==> src/rtl/picobello_sam_lookup.sv <==
// Runtime-programmable system-address-map lookup for the picobello mesh.
// Translates an address to (x, y, rule) with one registered result stage and valid/ready on both sides.
module picobello_sam_lookup #(
  parameter int unsigned AddrWidth    = 48,
  parameter int unsigned NumRules     = 16,
  parameter int unsigned MeshDimX     = 4,
  parameter int unsigned MeshDimY     = 4,
  parameter int unsigned XWidth       = 3,
  parameter int unsigned YWidth       = 3,
  parameter int unsigned RuleIdxWidth = (NumRules > 1) ? $clog2(NumRules) : 1,
  parameter int unsigned CntWidth     = 16
) (
  input  logic                          clk_i,
  input  logic                          rst_ni,
  input  logic                          cfg_we_i,
  input  logic [RuleIdxWidth-1:0]       cfg_idx_i,
  input  logic [AddrWidth-1:0]          cfg_start_i,
  input  logic [AddrWidth-1:0]          cfg_end_i,
  input  logic [XWidth-1:0]             cfg_x_i,
  input  logic [YWidth-1:0]             cfg_y_i,
  input  logic                          cfg_en_i,
  input  logic                          cfg_map_we_i,
  input  logic [MeshDimX*MeshDimY-1:0]  cfg_map_i,
  input  logic                          req_valid_i,
  output logic                          req_ready_o,
  input  logic [AddrWidth-1:0]          req_addr_i,
  output logic                          rsp_valid_o,
  input  logic                          rsp_ready_i,
  output logic [XWidth-1:0]             rsp_x_o,
  output logic [YWidth-1:0]             rsp_y_o,
  output logic [RuleIdxWidth-1:0]       rsp_rule_o,
  output logic [1:0]                    rsp_err_o,
  output logic [CntWidth-1:0]           err_cnt_o
);

  localparam int unsigned MapWidth    = MeshDimX * MeshDimY;
  localparam int unsigned MapIdxWidth = (MapWidth > 1) ? $clog2(MapWidth) : 1;
  localparam logic [XWidth:0] MeshX   = (XWidth+1)'(MeshDimX);
  localparam logic [YWidth:0] MeshY   = (YWidth+1)'(MeshDimY);

  localparam logic [1:0] ErrNone  = 2'd0;
  localparam logic [1:0] ErrMiss  = 2'd1;
  localparam logic [1:0] ErrMesh  = 2'd2;
  localparam logic [1:0] ErrDummy = 2'd3;

  function automatic logic [CntWidth-1:0] sat_inc(input logic [CntWidth-1:0] value);
    return (&value) ? value : value + CntWidth'(1);
  endfunction

  logic [AddrWidth-1:0] rule_start [NumRules];
  logic [AddrWidth-1:0] rule_end   [NumRules];
  logic [XWidth-1:0]    rule_x     [NumRules];
  logic [YWidth-1:0]    rule_y     [NumRules];
  logic                 rule_en    [NumRules];
  logic [MapWidth-1:0]  tile_map;

  // Out-of-range indices match no entry and are silently dropped.
  always_ff @(posedge clk_i or negedge rst_ni) begin
    if (!rst_ni) begin
      for (int i = 0; i < int'(NumRules); i++) begin
        rule_start[i] <= '0;
        rule_end[i]   <= '0;
        rule_x[i]     <= '0;
        rule_y[i]     <= '0;
        rule_en[i]    <= 1'b0;
      end
      tile_map <= '1;
    end else begin
      if (cfg_we_i) begin
        for (int i = 0; i < int'(NumRules); i++) begin
          if (cfg_idx_i == RuleIdxWidth'(i)) begin
            rule_start[i] <= cfg_start_i;
            rule_end[i]   <= cfg_end_i;
            rule_x[i]     <= cfg_x_i;
            rule_y[i]     <= cfg_y_i;
            rule_en[i]    <= cfg_en_i;
          end
        end
      end
      if (cfg_map_we_i) tile_map <= cfg_map_i;
    end
  end

  // Stage p0: combinational decode against the current table
  logic                    hit_p0;
  logic [RuleIdxWidth-1:0] hit_idx_p0;
  logic [XWidth-1:0]       hit_x_p0;
  logic [YWidth-1:0]       hit_y_p0;
  logic [MapIdxWidth-1:0]  map_idx_p0;
  logic [1:0]              err_p0;
  logic [XWidth-1:0]       x_p0;
  logic [YWidth-1:0]       y_p0;
  logic                    req_hs;

  always_comb begin
    hit_p0     = 1'b0;
    hit_idx_p0 = '0;
    hit_x_p0   = '0;
    hit_y_p0   = '0;
    // Descending scan so the lowest matching index is the last to assign.
    for (int i = int'(NumRules) - 1; i >= 0; i--) begin
      if (rule_en[i] && (req_addr_i >= rule_start[i]) && (req_addr_i < rule_end[i])) begin
        hit_p0     = 1'b1;
        hit_idx_p0 = RuleIdxWidth'(i);
        hit_x_p0   = rule_x[i];
        hit_y_p0   = rule_y[i];
      end
    end
    map_idx_p0 = MapIdxWidth'(int'(hit_x_p0) * int'(MeshDimY) + int'(hit_y_p0));
    if (!hit_p0)                                                        err_p0 = ErrMiss;
    else if (({1'b0, hit_x_p0} >= MeshX) || ({1'b0, hit_y_p0} >= MeshY)) err_p0 = ErrMesh;
    else if (!tile_map[map_idx_p0])                                     err_p0 = ErrDummy;
    else                                                                err_p0 = ErrNone;
    x_p0 = (err_p0 == ErrNone) ? hit_x_p0 : '0;
    y_p0 = (err_p0 == ErrNone) ? hit_y_p0 : '0;
  end

  // Stage p1: result register, loaded only on the request handshake
  logic                    vld_p1;
  logic [XWidth-1:0]       x_p1;
  logic [YWidth-1:0]       y_p1;
  logic [RuleIdxWidth-1:0] rule_p1;
  logic [1:0]              err_p1;
  logic [CntWidth-1:0]     err_cnt_p1;

  assign req_ready_o = !vld_p1 || rsp_ready_i;
  assign req_hs      = req_valid_i && req_ready_o;

  always_ff @(posedge clk_i or negedge rst_ni) begin
    if (!rst_ni) begin
      vld_p1     <= 1'b0;
      x_p1       <= '0;
      y_p1       <= '0;
      rule_p1    <= '0;
      err_p1     <= ErrNone;
      err_cnt_p1 <= '0;
    end else if (req_hs) begin
      vld_p1  <= 1'b1;
      x_p1    <= x_p0;
      y_p1    <= y_p0;
      rule_p1 <= hit_idx_p0;
      err_p1  <= err_p0;
      if (err_p0 != ErrNone) err_cnt_p1 <= sat_inc(err_cnt_p1);
    end else if (rsp_ready_i) begin
      vld_p1 <= 1'b0;
    end
  end

  assign rsp_valid_o = vld_p1;
  assign rsp_x_o     = x_p1;
  assign rsp_y_o     = y_p1;
  assign rsp_rule_o  = rule_p1;
  assign rsp_err_o   = err_p1;
  assign err_cnt_o   = err_cnt_p1;

endmodule

==> config.mk <==
export PLATFORM = sky130hd
export DESIGN_NAME = picobello_sam_lookup
export DESIGN_NICKNAME = d
export VERILOG_FILES = /design/src/rtl/picobello_sam_lookup.sv
export SDC_FILE = /design/constraint.sdc
export NUM_CORES = 2
export LEC_CHECK = 0
export BUFFER_PORTS_ARGS = -buffer_cell sky130_fd_sc_hd__buf_4
export CAP_MARGIN = 25
export CELL_PAD_IN_SITES_DETAIL_PLACEMENT = 1
export CELL_PAD_IN_SITES_GLOBAL_PLACEMENT = 2
export CORE_MARGIN = 3
export CORE_UTILIZATION = 42
export DETAILED_ROUTE_END_ITERATION = 8
export GPL_TIMING_DRIVEN = 0
export PLACE_DENSITY_LB_ADDON = 0.1
export SLEW_MARGIN = 20
export SYNTH_ARGS = -nofsm -noshare
export SYNTH_HDL_FRONTEND = slang
export SYNTH_SLANG_ARGS = --single-unit
==> constraint.sdc <==
create_clock -name clk_i -period 5.8 [get_ports clk_i]
set_input_delay 0.58 -clock clk_i [delete_from_list [all_inputs] [get_ports clk_i]]
set_output_delay 0.58 -clock clk_i [all_outputs]
set_load 0.01 [all_outputs]
==> out/qor.tcl <==
set qor(startpoint_type) {input pin}
set qor(numCtsBuffers) 202
set qor(p_comb_frac) 0.311
set qor(most-common-layout-cells) {sky130_fd_sc_hd__dfrtp_1, sky130_fd_sc_hd__inv_1, sky130_fd_sc_hd__ha_1}
set qor(achievable-frequency_ghz) 0.163
set qor(internal_power_mw) 27.9
set qor(floorplan.io_pins) 207
set qor(clockBufferDepth) 3
set qor(reg2reg_from) {rule_end[49]$_DFFE_PN0P_}
set qor(cp.arrival_ns) 6.89
set qor(route.detailed.vias_per_inst) 5.79
set qor(core_region_area_um2) 237000
set qor(synth_area_um2) 100000
set qor(worst_ep_required_time_ns) 6.55
set qor(worst-path-max-fanout) 32
set qor(hpwlAfterDp_um) 279000
set qor(finalWirelength_um) 396000
set qor(drt_iter0_markers) 5999
set qor(maximum_number_of_pins_on_one_net_before_global_route_repair) 142
set qor(worst-r2r-cell-count) 25
set qor(cts.root.buffer_cell) {sky130_fd_sc_hd__clkbuf_16}
set qor(endpoint_of_the_worst_slack_reg_to_reg_timing_path) {err_cnt_o[4]$_DFFE_PN0P_}
set qor(synth.top_cells.by_area) {sky130_fd_sc_hd__dfrtp_1, sky130_fd_sc_hd__ha_1, sky130_fd_sc_hd__mux2_2}
set qor(stdcell_area_um2) 116000
set qor(worstSkewPairLatency_ns) 0.89
set qor(outcome) {complete, but fails checks}
set qor(detail_route.wl_per_cell_um) 27.8
set qor(yosys.area.top_type_share) 0.418
set qor(synth_fp_nets) 12100
set qor(worst_slew_pin_slew_ns) 1.20
set qor(final_critical_path_share_of_the_clock_period) 1.06
set qor(synth_top_cell_by_area) {sky130_fd_sc_hd__dfrtp_1}
set qor(synth-edff-count) 0
set qor(synth.distinct_cells) 85
set qor(pwr-share-clk) 0.317
set qor(rows) 178
set qor(timing.setup.critical_path_class) {in -> reg}
set qor(cts_tree) {done}
set qor(drt_pre_antenna_iters) 5
set qor(dominantRegCellSynth) {sky130_fd_sc_hd__dfrtp_1}
set qor(antenna_violations_before_repair) 31
set qor(worst_slack_ns) -0.340
set qor(setup_repair_after_global_routing_missed_its_margin) {yes}
set qor(vias) 82500
set qor(grt_overflow_total) 0
set qor(crit_start) {req_addr_i[8]}
set qor(crit_end) {err_cnt_o[4]$_DFFE_PN0P_}
set qor(slew-limit-headroom) 0.203
set qor(final_antenna_net_count) 0
set qor(worst_setup_path_end_kind) {flip-flop}
set qor(synth.yosys.seq_area_share) 0.422
set qor(die-height_um) 495
set qor(initial_utilization) 0.424
set qor(drive_above_1_share) 0.141
set qor(grt_pass1_vias) 87300
set qor(grt_first_pass_wirelength_um) 580000
set qor(fin_worst_skew_ns) 0.0465
set qor(netSwitchingPower_mw) 14.3
set qor(cellPowerDensity_nw_per_um2) 365
set qor(layout_commonest_cell) {sky130_fd_sc_hd__dfrtp_1}
set qor(overall_global_routing_usage) 0.320
set qor(p_leak_nw) 55.3
set qor(synthToLayoutAreaGrowth_pct) 15.2
set qor(worst_setup_hold_path_clk_slew_ns) 0.06
set qor(worst_hold_path_type) {in -> reg}
set qor(synthesis.area_per_instance_um2) 9.64
set qor(violations) {setup timing}
set qor(irDropWorstVdd_mv) 0.241
set qor(place.port_buffers) 205
set qor(drv.max_cap_violation_count) 0
set qor(placed_cell_area_um2) 107000
set qor(final_gp_congestion) 0.879
set qor(power_mw) 42.2
set qor(postSynth.asyncResetShare) 1.00
set qor(worst_reg_to_reg_setup_slack_ns) -0.33
set qor(setup_viol) 21
set qor(nets) 12600
set qor(postSynthRegisterBits) 1693
set qor(power.sequential.fraction) 0.371
set qor(power.switching_fraction) 0.340
set qor(final_period_minus_worst_setup_slack_ns) 6.14
set qor(yosys_warnings) 0
set qor(cts-htree-levels) 4
set qor(drc_violations_left) 0
set qor(timing_max_transition_violations_final) 0
set qor(floorplan.die_area_um2) 245000
set qor(tritoncts_num_sinks) 1693
set qor(synthCells) 10400
set qor(die_w_um) 495
set qor(report.final.hold_viol_count) 0
-- through the flow --
| stage | setup TNS, ns | worst slack [ns] | instances | util | hold slack [ns] |
|---|---|---|---|---|---|
| after global routing | -9.76 | -0.571 | 14300 | 0.489 | 0.0199 |
| after CTS | -3.88 | -0.249 | 14200 | 0.486 | 0.00306 |
| after detailed placement | -72.57 | -3.35 | 13800 | 0.452 | 0.462 |
| after floorplan | 0 | 0.0449 | 10400 | - | 0.284 |
| after global placement | - | -18.10 | 13800 | 0.447 | 0.472 |
| final | -4.64 | -0.340 | 14300 | 0.489 | 0.0360 |
-- worst min-delay path by stage --
stage                               from                     endpoint  slack, ns  depth (start not counted)
4_1_cts                    cfg_end_i[26]    rule_end[170]$_DFFE_PN0P_      0.003                          2
5_1_grt                  cfg_start_i[13]  rule_start[637]$_DFFE_PN0P_       0.02                          2
3_3_place_gp   rsp_rule_o[3]$_DFFE_PN0P_    rsp_rule_o[3]$_DFFE_PN0P_       0.47                          2
2_1_floorplan                     rst_ni     err_cnt_o[0]$_DFFE_PN0P_       0.28                          0
3_5_place_dp                      rst_ni  rule_start[213]$_DFFE_PN0P_       0.46                          1
6_report                   cfg_end_i[26]    rule_end[746]$_DFFE_PN0P_       0.04                          2
-- kinds of logic after synthesis --
| kind of cell | share of synthesized area |
|---|---|
| buffers and inverters | 0.0733 |
| muxes | 0.0806 |
| and+or+nand+nor | 0.0978 |
| adders and majority gates | 0.190 |
| DFF | 0.422 |
| AOI/OAI and AO/OA | 0.135 |
| xor gates and xnor gates | 0.00148 |
-- power groups by stage --
stage / clock network [mW] / registers (mW) / logic (mW)
3_3_place_gp: 0 / 15.8 / 11.6
2_1_floorplan: 0 / 15.5 / 8.13
4_1_cts: 13.6 / 15.6 / 12.8
5_1_grt: 14.1 / 15.9 / 14.8
3_5_place_dp: 0 / 15.8 / 12.3
6_report: 13.4 / 15.7 / 13.1
-- synth_stat cells (8+ instances only) --
master                      number
sky130_fd_sc_hd__o22ai_1         9
sky130_fd_sc_hd__clkbuf_1      383
sky130_fd_sc_hd__a22oi_1         9
sky130_fd_sc_hd__dfstp_2        16
sky130_fd_sc_hd__a221oi_1       33
sky130_fd_sc_hd__a31oi_1        28
sky130_fd_sc_hd__inv_1        1556
sky130_fd_sc_hd__nor2_1        208
sky130_fd_sc_hd__a2111oi_0      24
sky130_fd_sc_hd__nand3_1       133
sky130_fd_sc_hd__or4_1          11
sky130_fd_sc_hd__nor4b_1         8
sky130_fd_sc_hd__buf_1          16
sky130_fd_sc_hd__nor4_1         46
sky130_fd_sc_hd__o221ai_1        9
sky130_fd_sc_hd__nor3b_1        12
sky130_fd_sc_hd__a211o_1        20
sky130_fd_sc_hd__nand4_1       225
sky130_fd_sc_hd__nor2b_1        43
sky130_fd_sc_hd__a211oi_1       86
sky130_fd_sc_hd__nand3b_1        8
sky130_fd_sc_hd__a21o_1        154
sky130_fd_sc_hd__a21oi_1       457
sky130_fd_sc_hd__o21a_1         46
sky130_fd_sc_hd__and2_1         15
sky130_fd_sc_hd__mux2_2        716
sky130_fd_sc_hd__o21ai_0      1258
sky130_fd_sc_hd__and4_1         30
sky130_fd_sc_hd__and3_1         19
sky130_fd_sc_hd__nor3_1         81
sky130_fd_sc_hd__o211ai_1       56
sky130_fd_sc_hd__o31ai_1        20
sky130_fd_sc_hd__a221o_1        10
sky130_fd_sc_hd__xnor2_1        15
sky130_fd_sc_hd__o21bai_1        9
sky130_fd_sc_hd__o2111ai_1      17
sky130_fd_sc_hd__nand2_1      1246
sky130_fd_sc_hd__ha_1         1522
sky130_fd_sc_hd__dfrtp_1      1677
sky130_fd_sc_hd__nand2b_1       43
sky130_fd_sc_hd__or3_1          15
-- per-layer routing --
layer,GRT usage,vias up,part of all wire
met2,0.519,2061,0.46
met3,0.0362,639,0.050
met4,0.127,2,0.046
met5,0,-,0.000033
met1,0.438,42900,0.44
li1,-,36900,-
-- registers in the layout, summed over array words and instances, names as in the netlist --
register / flops
rule_start: 768
tile_map: 16
rsp_x_o: 3
rsp_rule_o: 4
rule_y: 48
err_cnt_o: 16
rule_en: 16
rule_end: 768
rsp_y_o: 3
rsp_err_o: 2
rule_x: 48
rsp_valid_o: 1
-- worst max-delay path: stages --
cell and delay [ns]:
sky130_fd_sc_hd__buf_4 0.65, sky130_fd_sc_hd__ha_1 0.26, sky130_fd_sc_hd__and4_4 0.25, sky130_fd_sc_hd__nand2b_4 0.05
sky130_fd_sc_hd__or4_4 0.52, sky130_fd_sc_hd__o211ai_1 0.14, sky130_fd_sc_hd__buf_6 0.21, sky130_fd_sc_hd__a41oi_4 0.22
sky130_fd_sc_hd__a211o_4 0.48, sky130_fd_sc_hd__inv_4 0.09, sky130_fd_sc_hd__nand2_4 0.05, sky130_fd_sc_hd__a311oi_4 0.31
sky130_fd_sc_hd__a211oi_2 0.08, sky130_fd_sc_hd__o311a_1 0.33, sky130_fd_sc_hd__o21ai_2 0.14, sky130_fd_sc_hd__nor4b_4 0.23
sky130_fd_sc_hd__o31a_1 0.30, sky130_fd_sc_hd__ha_4 0.26, sky130_fd_sc_hd__buf_8 0.14, sky130_fd_sc_hd__nand2_2 0.06
sky130_fd_sc_hd__a211oi_1 0.07, sky130_fd_sc_hd__o211ai_1 0.25, sky130_fd_sc_hd__nand4_1 0.24, sky130_fd_sc_hd__a31oi_4 0.40
sky130_fd_sc_hd__buf_6 0.19, sky130_fd_sc_hd__nand4_1 0.12, sky130_fd_sc_hd__xnor2_1 0.16
-- layout make-up --
| cell class | count | area [um^2] |
|---|---|---|
| diodes | 11 | 27.5 |
| plain buffers | 396 | 1600 |
| clock buffers | 305 | 5960 |
| clock inverters | 64 | 908 |
| fillers | 26500 | 121000 |
| inverters | 1556 | 5850 |
| multi-input cells | 6758 | 51500 |
| flip-flops and latches | 1693 | 42400 |
| well taps | 3150 | 3940 |
| repair buffers | 332 | 3380 |
-- what timing repair did --
item | in CTS | in global routing
hold buffers | 25 | 0
pin swaps | 33 | 47
hold endpoints to repair | 90 | 0
buffers inserted | 17 | 14
resized for setup | 120 | 97
endpoints found under the setup margin | 22 | 22
gates cloned | 2 | 0
No activity file was read; power rests on OpenSTA's default activity.
